`src/rtl/ddr3_rd_arbiter.sv`:
```
// Round-robin arbiter and sequencer that gives two readout requesters exclusive,
// one-at-a-time use of the DDR3 read controller, with a watchdog on hung reads.
module ddr3_rd_arbiter #(
  parameter logic [23:0] TIMEOUT_CYCLES = 24'd10_000_000
) (
  input  logic        clk,
  input  logic        reset,
  input  logic        req0_enable,
  input  logic [22:0] req0_start_addr,
  input  logic [23:0] req0_burst_cnt,
  output logic        req0_done,
  input  logic        req1_enable,
  input  logic [22:0] req1_start_addr,
  input  logic [23:0] req1_burst_cnt,
  output logic        req1_done,
  output logic [22:0] ddr3_rd_start_addr,
  output logic [23:0] ddr3_rd_burst_cnt,
  output logic        enable_reading,
  input  logic        reading_done,
  output logic [1:0]  grant,
  output logic        busy,
  output logic        timeout_err,
  input  logic        clear_err
);

  typedef enum logic [3:0] {
    IDLE      = 4'b0001,
    GRANT     = 4'b0010,
    WAIT_DONE = 4'b0100,
    RELEASE   = 4'b1000
  } state_t;

  state_t      r_state, w_state_nxt;
  logic [1:0]  r_grant, w_grant_nxt;
  logic        r_last_grant, w_last_grant_nxt;
  logic [22:0] r_addr, w_addr_nxt;
  logic [23:0] r_burst, w_burst_nxt;
  logic        r_enable_reading, w_enable_reading_nxt;
  logic [1:0]  r_done, w_done_nxt;
  logic        r_busy, w_busy_nxt;
  logic        r_timeout_err, w_timeout_err_nxt;
  logic [23:0] r_wdog, w_wdog_nxt;

  (* ASYNC_REG = "TRUE" *) logic r_done_meta;
  (* ASYNC_REG = "TRUE" *) logic r_done_sync;

  logic        w_pick;
  logic        w_owner_en;
  logic [23:0] w_wdog_inc;
  logic        w_timeout_hit;

  // On a tie the requester that did not win last time is chosen.
  assign w_pick        = (req0_enable && req1_enable) ? ~r_last_grant : req1_enable;
  assign w_owner_en    = |(r_grant & {req1_enable, req0_enable});
  assign w_wdog_inc    = r_wdog + 24'd1;
  assign w_timeout_hit = (TIMEOUT_CYCLES != 24'd0) && (w_wdog_inc == TIMEOUT_CYCLES);

  // Two-stage synchronizer for the reader's completion flag.
  always_ff @(posedge clk or posedge reset) begin
    if (reset) begin
      r_done_meta <= 1'b0;
      r_done_sync <= 1'b0;
    end else begin
      r_done_meta <= reading_done;
      r_done_sync <= r_done_meta;
    end
  end

  // State and registered-output update.
  always_ff @(posedge clk or posedge reset) begin
    if (reset) begin
      r_state          <= IDLE;
      r_grant          <= 2'b00;
      r_last_grant     <= 1'b1;
      r_addr           <= 23'd0;
      r_burst          <= 24'd0;
      r_enable_reading <= 1'b0;
      r_done           <= 2'b00;
      r_busy           <= 1'b0;
      r_timeout_err    <= 1'b0;
      r_wdog           <= 24'd0;
    end else begin
      r_state          <= w_state_nxt;
      r_grant          <= w_grant_nxt;
      r_last_grant     <= w_last_grant_nxt;
      r_addr           <= w_addr_nxt;
      r_burst          <= w_burst_nxt;
      r_enable_reading <= w_enable_reading_nxt;
      r_done           <= w_done_nxt;
      r_busy           <= w_busy_nxt;
      r_timeout_err    <= w_timeout_err_nxt;
      r_wdog           <= w_wdog_nxt;
    end
  end

  // Next-state and next-output logic.
  always_comb begin
    w_state_nxt          = r_state;
    w_grant_nxt          = r_grant;
    w_last_grant_nxt     = r_last_grant;
    w_addr_nxt           = r_addr;
    w_burst_nxt          = r_burst;
    w_enable_reading_nxt = r_enable_reading;
    w_done_nxt           = r_done;
    w_busy_nxt           = r_busy;
    w_wdog_nxt           = r_wdog;
    if (clear_err) begin
      w_timeout_err_nxt = 1'b0;
    end else begin
      w_timeout_err_nxt = r_timeout_err;
    end

    case (r_state)
      IDLE: begin
        if (req0_enable || req1_enable) begin
          w_grant_nxt      = w_pick ? 2'b10 : 2'b01;
          w_last_grant_nxt = w_pick;
          w_addr_nxt       = w_pick ? req1_start_addr : req0_start_addr;
          w_burst_nxt      = w_pick ? req1_burst_cnt : req0_burst_cnt;
          w_busy_nxt       = 1'b1;
          w_state_nxt      = GRANT;
        end else begin
          w_state_nxt = IDLE;
        end
      end
      GRANT: begin
        w_wdog_nxt = 24'd0;
        if (r_burst == 24'd0) begin
          w_done_nxt  = r_grant;
          w_state_nxt = RELEASE;
        end else begin
          w_enable_reading_nxt = 1'b1;
          w_state_nxt          = WAIT_DONE;
        end
      end
      WAIT_DONE: begin
        w_wdog_nxt = w_wdog_inc;
        if (!w_owner_en) begin
          w_enable_reading_nxt = 1'b0;
          w_state_nxt          = RELEASE;
        end else if (r_done_sync) begin
          w_done_nxt  = r_grant;
          w_state_nxt = RELEASE;
        end else if (w_timeout_hit) begin
          w_timeout_err_nxt    = 1'b1;
          w_done_nxt           = r_grant;
          w_enable_reading_nxt = 1'b0;
          w_state_nxt          = RELEASE;
        end else begin
          w_state_nxt = WAIT_DONE;
        end
      end
      RELEASE: begin
        // Grant is kept until the reader's done flag has fallen, so it is re-armed.
        if (!w_owner_en) begin
          w_enable_reading_nxt = 1'b0;
          w_done_nxt           = 2'b00;
          if (!r_done_sync) begin
            w_grant_nxt = 2'b00;
            w_busy_nxt  = 1'b0;
            w_state_nxt = IDLE;
          end else begin
            w_state_nxt = RELEASE;
          end
        end else begin
          w_state_nxt = RELEASE;
        end
      end
      default: begin
        w_state_nxt          = IDLE;
        w_grant_nxt          = 2'b00;
        w_enable_reading_nxt = 1'b0;
        w_done_nxt           = 2'b00;
        w_busy_nxt           = 1'b0;
      end
    endcase
  end

  assign grant              = r_grant;
  assign busy               = r_busy;
  assign enable_reading     = r_enable_reading;
  assign req0_done          = r_done[0];
  assign req1_done          = r_done[1];
  assign ddr3_rd_start_addr = r_addr;
  assign ddr3_rd_burst_cnt  = r_burst;
  assign timeout_err        = r_timeout_err;

endmodule
```
`config.mk`:
```
export PLATFORM = sky130hd
export DESIGN_NAME = ddr3_rd_arbiter
export DESIGN_NICKNAME = d
export VERILOG_FILES = /design/src/rtl/ddr3_rd_arbiter.sv
export SDC_FILE = /design/constraint.sdc
export NUM_CORES = 1
export LEC_CHECK = 0
export BUFFER_PORTS_ARGS = -buffer_cell sky130_fd_sc_hd__buf_2
export CAP_MARGIN = 20
export CELL_PAD_IN_SITES_DETAIL_PLACEMENT = 1
export CELL_PAD_IN_SITES_GLOBAL_PLACEMENT = 1
export CORE_MARGIN = 4
export CORE_UTILIZATION = 41
export DETAILED_ROUTE_END_ITERATION = 7
export GPL_TIMING_DRIVEN = 0
export PLACE_DENSITY = 0.89
export SLEW_MARGIN = 20
export SYNTH_ARGS = -nofsm -noshare
export SYNTH_HDL_FRONTEND = slang
export SYNTH_SLANG_ARGS = --single-unit
export TNS_END_PERCENT = 20
```
`constraint.sdc`:
```
create_clock -name clk -period 4.56 [get_ports clk]
set_input_delay 0.228 -clock clk [delete_from_list [all_inputs] [get_ports clk]]
set_output_delay 0.228 -clock clk [all_outputs]
set_load 0.005 [all_outputs]
```
==> metrics.md, run 1 <==
| Metric | Value |
|---|---|
| Part of the cycle the worst path needs | `68.3%` |
| Number of endpoints with negative hold slack in the final report | `0` |
| Multiplexer share of the synthesized area | `10.6%` |
| Synth Area in Adders | `0.528%` |
| Wire length of the first global-routing pass | `27.5 mm` |
| Number of warnings reported in the yosys synthesis log | `0` |
| Number of pins exceeding their max-slew limit in the final report | `0` |
| Width of the die | `116 microns` |
| Transition time at the pin with the least slew margin | `0.813 ns` |
| Peak Freq | `321 MHz` |
| Area delta synth->final | `27.6%` |
| Total Die Area | `13400 sq um` |
| Biggest fanout along the worst timing path | `10` |
| Die Y | `116 microns` |
| Sequential-to-total area share from yosys stat | `between 40 and 50%` |
| Via density per instance | `around 5.9` |
| Endpoint of the most critical register-to-register path | `ddr3_rd_burst_cnt[22]$_DFFE_PP0P_` |
| Leak pwr | `2.69 nW` |
| Met3 wire length | `1.26 mm` |
| Area fraction in compound gates after synthesis | `19.1%` |
| H-tree depth | `3` |
| I/O pin total | `154` |
| Crit. End Element | `flop` |
| Core region area | `~11000 sq um` |
| Cell area after technology mapping | `4740 sq um` |
| Non-filler instance count after layout | `between 800 and 900` |
| Later-pin clock latency in the skew report | `0.35 ns` |
| Wirelength, routed | `17.1 mm` |
| Met2 wire length | `9.00 mm` |
| Remaining Overflow, GRT | `0` |
| Antenna diode count | `0` |
| Total via count after detailed routing | `around 4900` |
| Buffer type at the clock tree root | `sky130_fd_sc_hd__clkbuf_16` |
| Flop and latch count out of synthesis | `85` |
| Outcome | `finished clean` |
| Total of max-cap violations | `0` |
| Initial drt markers | `183` |
| Net count of the mapped netlist | `613` |
| Hold crit path type | `primary input to flop` |
| CP Launch Type | `flop` |
| Number of design rule violations left after detail routing | `0` |
| Synth cell types | `61` |
| Leading register cell type out of synthesis | `sky130_fd_sc_hd__dfrtp_1` |
| Number of global-route vias before repair | `approximately 5400` |
| Count of buffers from port buffering | `roughly 150` |
| Highest layer used for signal routing | `met4` |
| Commonest cells in the netlist | `83 x sky130_fd_sc_hd__dfrtp_1, 65 x sky130_fd_sc_hd__nor2_1, 64 x sky130_fd_sc_hd__a21oi_1` |
| Number of antenna violations at the first check in global routing | `0` |
| Aggregate negative setup slack | `0 ns` |
| Hold Crit Endpoint | `timeout_err$_DFF_PP0_` |
| Layout filler cell count | `roughly 1300` |
| First-pass DRT Iterations | `5` |
| Clock tree from TritonCTS | `built` |
| Xor/xnor share of the synthesized area | `1.48%` |
| Post-route met1 wirelength | `6.31 mm` |
| Global Route Usage Sum | `26.6%` |
| Number of clock buffers inserted by TritonCTS | `9` |
| Peak supply drop | `373 uV` |
| Synthesized area divided by synthesized cell count | `~9.3 sq um` |
| Crit path required time | `4.76 ns` |
| Clock slew at the register clock pins of the worst setup and hold paths | `around 0.060 ns` |
| Final critical delay including setup and external delays | `3.12 ns` |
| Worst Hold Margin | `0.0661 ns` |
| Final estimated routing congestion in global placement | `0.845` |
| Share of final-layout standard cells stronger than drive strength 1 | `27.3%` |
| Count of cells along the worst hold path | `2` |
| Simple-gate share of the synthesized area | `19.8%` |
| Final setup violation count | `0` |
| Setup slack, reg-to-reg | `1.44 ns` |
| Cell accounting for the most synthesized area | `sky130_fd_sc_hd__dfrtp_1` |
| Arrival @ worst endpoint | `3.32 ns` |
| Maximum number of pins on one net before global-route repair | `52` |
| Most area-consuming cells after synthesis | `sky130_fd_sc_hd__dfrtp_1 44%, sky130_fd_sc_hd__mux2i_1 11%, sky130_fd_sc_hd__a21oi_1 6.8%` |
| Most common cell in the netlist | `sky130_fd_sc_hd__dfrtp_1` |
| Source of the worst hold timing path | `clear_err` |
| Routed wirelength normalized by instance count | `20.8 microns` |
| CTS sink count | `85` |
| Sum of net half-perimeters after detailed placement | `~12 mm` |
| Initial standard-cell utilization of the core | `41.7%` |
| Largest family of logic cells by synthesized area | `simple AND/OR/NAND/NOR gates` |
| Unrepaired setup endpoints after global routing | `no` |
| Proportion of synthesized flip-flops having asynchronous set or reset | `100%` |
| Worst Clk Skew | `0.00682 ns` |
| Max-Slew Margin vs Limit | `45.0%` |
| Rows | `39` |
| Number of flops mapped to enable cells by yosys | `0` |
| Origin of the critical flop-to-flop path | `r_state[1]$_DFF_PP0_` |
| Total instance count after detailed placement | `808` |
| CP Class | `flop to flop` |
| Cell area power density | `541 nW/um^2` |
| CTS-repair resized insts | `0` |
| Final #Nets | `780` |
| Synthesized instance count | `511` |
| Reg2Reg Depth | `7` |
| Clock Tree Buf Depth | `2` |
| Number of nets still failing antenna checks after routing | `0` |
| Proportion of netlist area held by the largest area contributor | `43.8%` |
-- critical path, cell delays in order, from the launching register on --
cell and delay [ns]:
sky130_fd_sc_hd__dfrtp_1 0.36, sky130_fd_sc_hd__clkbuf_1 0.20, sky130_fd_sc_hd__nor4b_1 0.77, sky130_fd_sc_hd__inv_1 0.25, sky130_fd_sc_hd__nor2_1 0.36, sky130_fd_sc_hd__clkbuf_1 0.42
sky130_fd_sc_hd__buf_1 0.45, sky130_fd_sc_hd__a21oi_1 0.16
-- placed cells by master (no fill, tap or decap), types with 4 or more instances in the layout --
cell type	count
sky130_fd_sc_hd__clkbuf_16	9
sky130_fd_sc_hd__inv_1	6
sky130_fd_sc_hd__a21oi_1	64
sky130_fd_sc_hd__mux2i_1	50
sky130_fd_sc_hd__nor3_1	9
sky130_fd_sc_hd__o41ai_1	4
sky130_fd_sc_hd__nor4b_1	4
sky130_fd_sc_hd__a22o_1	6
sky130_fd_sc_hd__o31ai_1	7
sky130_fd_sc_hd__a31oi_1	5
sky130_fd_sc_hd__dfrtp_1	83
sky130_fd_sc_hd__nand4_1	8
sky130_fd_sc_hd__buf_2	154
sky130_fd_sc_hd__xor2_1	4
sky130_fd_sc_hd__nand3_1	12
sky130_fd_sc_hd__nor2_1	65
sky130_fd_sc_hd__nand2_1	30
sky130_fd_sc_hd__nor4_1	10
sky130_fd_sc_hd__o21ai_0	34
sky130_fd_sc_hd__or3_1	9
sky130_fd_sc_hd__and3_1	5
sky130_fd_sc_hd__xnor2_1	4
sky130_fd_sc_hd__clkbuf_1	33
-- stage by stage --
step / setup WS, ns / utilization, % / cell area, sq um / power (mW)
floorplan: 2.09 / - / 4740 / 1.86
global placement: 1.06 / 50.0 / 5690 / 2.34
detailed placement: 1.55 / 50.3 / 5720 / 2.45
CTS: 1.42 / 53.2 / 6050 / 3.28
global route: 1.15 / 53.2 / 6050 / 3.48
finish: 1.44 / 53.2 / 6050 / 3.27
-- where the power goes --
| group | internal, mW | switching, mW |
|---|---|---|
| registers | 1.02 | 0.211 |
| logic | 0.478 | 0.761 |
| clock network | 0.491 | 0.316 |
-- registers in the layout, summed over array words and instances (netlist names) --
name and flops:
ddr3_rd_burst_cnt 24, r_wdog 24, ddr3_rd_start_addr 23, r_state 4
grant 2, r_done 2, busy 1, enable_reading 1
r_done_meta 1, r_done_sync 1, r_last_grant 1, timeout_err 1
-- cell families after synthesis --
family | after synthesis
fa+ha+maj | 2
flops | 85
mux | 50
xor+xnor | 8
compound gates | 148
simple gates | 174
buf+inv | 44
-- final cells by class --
cell class                 instances  area (sq um)  area share (%)
inverter                           7          28.8           0.475
clock inverter                     4          72.6            1.20
multi-input combinational        382          2440            40.3
clock buffer                      11           243            4.01
sequential                        85          2130            35.2
timing repair buffer             156           813            13.4
buffer                            37           148            2.44
tap                              143           179            2.96
-- per-layer routing --
metal | up-vias | global-route usage, %
met4 | 0 | 12.4
met2 | 203 | 47.8
met5 | - | 0
li1 | 2207 | -
met3 | 50 | 7.47
met1 | 2425 | 28.9
-- what timing repair did --
action / 4_1_cts / 5_1_grt
hold buffers: 2 / 0
endpoints found under the hold margin: 35 / 0
setup buffers: 0 / 0
-- worst max-delay path by stage --
stage	start	to	slack (ns)
after global placement	reset	r_done[0]$_DFFE_PP0P_	1.06
after floorplan	r_wdog[13]$_DFFE_PP0N_	enable_reading$_DFFE_PP0P_	2.09
after detailed placement	r_state[1]$_DFF_PP0_	ddr3_rd_burst_cnt[23]$_DFFE_PP0P_	1.55
after CTS	r_state[1]$_DFF_PP0_	ddr3_rd_burst_cnt[22]$_DFFE_PP0P_	1.42
final	r_state[1]$_DFF_PP0_	ddr3_rd_burst_cnt[22]$_DFFE_PP0P_	1.44
after global routing	r_state[1]$_DFF_PP0_	ddr3_rd_start_addr[0]$_DFFE_PP0P_	1.15
No activity file was read; power rests on OpenSTA's default activity.
==> run 2: changes to the inputs <==
- CORE_UTILIZATION: 41 -> 38
- PLACE_DENSITY: 0.89 -> 0.84
- clock period: 4.56 -> 2.9 ns (I/O delays scaled with it)
==> run 2 against run 1 <==
Sequential share of layout area fell by 1.1 points. Clock skew is 0.0030 ns higher. Routed wire length rose by 1.4%. Die area increased by 7.3%. Setup slack got worse by 1.3 ns. Via count down 0.49%. Sequential cell count did not move. Cell count is 4.0% higher. Global-route usage shrank 3.0 points. Non-clock buffer count rose by 7. Core utilization fell by 1.5 points. Power increased by 60%. Highest routed layer unchanged.
==> metrics.md, run 2 (synthesis gave the netlist of run 1 again) <==
| Metric | Value |
|---|---|
| Core region area | `12100 sq um (+6.5%)` |
| Max-Slew Margin vs Limit | `47.6% (+2.6 points)` |
| Number of design rule violations left after detail routing | `0 (unchanged)` |
| Peak Freq | `359 MHz (+12%)` |
| Commonest non-fill, non-tap cells in the layout | `154 x sky130_fd_sc_hd__buf_2, 79 x sky130_fd_sc_hd__dfrtp_1, 64 x sky130_fd_sc_hd__nor2_1, 64 x sky130_fd_sc_hd__a21oi_1, 50 x sky130_fd_sc_hd__mux2i_1` |
| Number of clock buffers inserted by TritonCTS | `9 (unchanged)` |
| Number of global-route vias before repair | `5362 (-0.52%)` |
| Clock tree from TritonCTS | `built` |
| Peak supply drop | `505 uV (+35%)` |
| Switching power | `1.99 mW (+54%)` |
| Hold crit path type | `primary input to flop` |
| Width of the die | `120 microns (+3.6%)` |
| Count of buffers from port buffering | `153 (unchanged)` |
| Share of final-layout standard cells stronger than drive strength 1 | `31.0% (+3.7 points)` |
| Arrival @ worst endpoint | `3.00 ns (-0.32 ns)` |
| Cell area power density | `835 nW/um^2 (+54%)` |
| I/O pin total | `154 (unchanged)` |
| Crit. End Element | `flop` |
| Number of pins exceeding their max-slew limit in the final report | `0 (unchanged)` |
| Worst Clk Skew | `0.00982 ns (+0.00300 ns)` |
| Part of the cycle the worst path needs | `96.0% (+28 points)` |
| Clock network fraction of design power | `25.8% (+1.2 points)` |
| Number of nets still failing antenna checks after routing | `0 (unchanged)` |
| Total Die Area | `14300 sq um (+7.3%)` |
| Rows | `40 (+2.6%)` |
| Int Pwr | `3.24 mW (+63%)` |
| Area delta synth->final | `32.0%` |
| Unrepaired setup endpoints after global routing | `yes` |
| Final #Nets | `787 (+0.90%)` |
| CP Class | `flop to flop` |
| Final critical delay including setup and external delays | `2.78 ns (-0.333 ns)` |
| Total power of the final layout | `5.23 mW (+60%)` |
| Routed wirelength normalized by instance count | `20.2 microns (-2.5%)` |
| CP Launch Type | `flop` |
| Number of endpoints with negative hold slack in the final report | `0 (unchanged)` |
| Clock Tree Buf Depth | `2 (unchanged)` |
| Pre-CTS setup slack | `-0.186 ns (-1.73 ns)` |
| Initial standard-cell utilization of the core | `39.2% (-2.6 points)` |
| Met1 demand-to-capacity share in global routing | `26.1% (-2.8 points)` |
| Global Route Usage Sum | `23.6% (-3.0 points)` |
| Routing layer with the top usage in global route | `met2` |
| Buffer type at the clock tree root | `sky130_fd_sc_hd__clkbuf_16` |
| Aggregate negative setup slack | `0 ns (unchanged)` |
| Later-pin clock latency in the skew report | `0.34 ns (about the same)` |
| Initial drt markers | `242 (+32%)` |
| Clock slew at the register clock pins of the worst setup and hold paths | `0.07 ns (about the same)` |
| Transition time at the pin with the least slew margin | `0.786 ns (-0.0271 ns)` |
| Cell class contributing the biggest share of worst-path delay | `simple AND/OR/NAND/NOR gates` |
| Worst Path Buf+Inv | `1 (-3)` |
| Maximum cell stage delay along the critical path | `0.54 ns (-0.23 ns)` |
| Sequence of cells on the critical path | `nand4_4 -> or4_4 -> buf_6 -> xnor2_1 -> nand4_1 -> a2111oi_4 -> nand3b_1 -> a22o_1` |
| Maximum number of pins on one net before global-route repair | `50 (-3.8%)` |
| H-tree depth | `3 (unchanged)` |
| Total of max-cap violations | `0 (unchanged)` |
| Antenna diode count | `0 (unchanged)` |
| Setup slack after layout | `0.117 ns (-1.33 ns)` |
| Outcome | `finished clean` |
| Sum of net half-perimeters after detailed placement | `12.6 mm (+0.67%)` |
| Commonest non-fill, non-tap cell in the layout | `sky130_fd_sc_hd__buf_2` |
| Met3 Usage GRT | `6.36% (-1.1 points)` |
| Wirelength, routed | `17.4 mm (+1.4%)` |
| Worst-path cell with the longest stage delay | `sky130_fd_sc_hd__or4_4` |
| Number of antenna violations at the first check in global routing | `0 (unchanged)` |
| Portion of total power attributed to sequential cells | `37.0% (-0.5 points)` |
| First-pass DRT Iterations | `5 (unchanged)` |
| Final estimated routing congestion in global placement | `0.857 (+1.3%)` |
| Switching power as a share of total power | `38.0% (-1.3 points)` |
| Crit path required time | `3.12 ns (-1.64 ns)` |
| Die Y | `120 microns (+3.6%)` |
| Total instance count after detailed placement | `833 (+3.1%)` |
| Remaining Overflow, GRT | `0 (unchanged)` |
| CTS sink count | `85 (unchanged)` |
| Grt met2 use | `43.0% (-4.8 points)` |
| Total via count after detailed routing | `4861 (-0.49%)` |
| Via density per instance | `5.67 (-4.3%)` |
| Combinational group share of total power | `37.2% (-0.7 points)` |
| Leak pwr | `2.80 nW (+4.1%)` |
| Wire length of the first global-routing pass | `27.2 mm (-1.3%)` |
| Non-filler instance count after layout | `858 (+4.0%)` |
| Biggest fanout along the worst timing path | `8 (-2)` |
| Final setup violation count | `0 (unchanged)` |
[run 2: final timing paths]
kind	start	end	slack, ns	cells past startpoint
max	r_wdog[12]$_DFFE_PP0N_	enable_reading$_DFFE_PP0P_	0.12	8
min	clear_err	timeout_err$_DFF_PP0_	0.02	2
max reg2reg	r_wdog[12]$_DFFE_PP0N_	enable_reading$_DFFE_PP0P_	0.12	8
min reg2reg	r_done_meta$_DFF_PP0_	r_done_sync$_DFF_PP0_	0.35	0
max in group asynchronous	reset	r_state[0]$_DFF_PP1_	1.82	4
min in group asynchronous	reset	r_wdog[3]$_DFFE_PP0N_	0.39	3
[run 2: power by group through the flow]
stage	registers [mW]	clock network [mW]	logic (mW)
floorplan	1.90	0	1.02
CTS	1.92	1.37	1.94
global placement	1.89	0	1.81
global route	1.99	1.42	2.17
finish	1.94	1.35	1.94
detailed placement	1.93	0	1.91
[run 2: routing by layer]
metal	up-vias	routed length [microns]
li1	2221	-
met3	42	1160
met2	186	9160
met1	2412	6470
met4	0	579
met5	-	0
[run 2: through the flow]
| step | util (%) | cell area [sq um] | hold WS, ns |
|---|---|---|---|
| floorplan | - | 4740 | 0.176 |
| global placement | 47.2 | 5720 | 0.256 |
| detailed placement | 47.5 | 5750 | 0.217 |
| CTS | 50.6 | 6130 | 0.0142 |
| global route | 51.7 | 6260 | 0.0225 |
| finish | 51.7 | 6260 | 0.0194 |
[run 2: area by class of cell]
cell class              instances  area (sq um)
inverters                       7          28.8
fillers                      1489          5850
multi-input cells             382          2510
clock buffers                  11           243
well taps                     168           210
repair buffers                165           881
flip-flops and latches         85          2130
plain buffers                  35           148
clock inverters                 5           106
[run 2: worst reg2reg max path: stages (launching register included)]
cell and delay [ns]:
sky130_fd_sc_hd__dfrtp_1 0.51, sky130_fd_sc_hd__nand4_4 0.25, sky130_fd_sc_hd__or4_4 0.54, sky130_fd_sc_hd__buf_6 0.15, sky130_fd_sc_hd__xnor2_1 0.13, sky130_fd_sc_hd__nand4_1 0.22
sky130_fd_sc_hd__a2111oi_4 0.47, sky130_fd_sc_hd__nand3b_1 0.16, sky130_fd_sc_hd__a22o_1 0.23
[run 2: timing repair]
action,in CTS,in global routing
pin swaps,0,4
endpoints found under the setup margin,45,46
resized for setup,2,24
buffers inserted,0,9
hold buffers,2,0
endpoints found under the hold margin,37,0
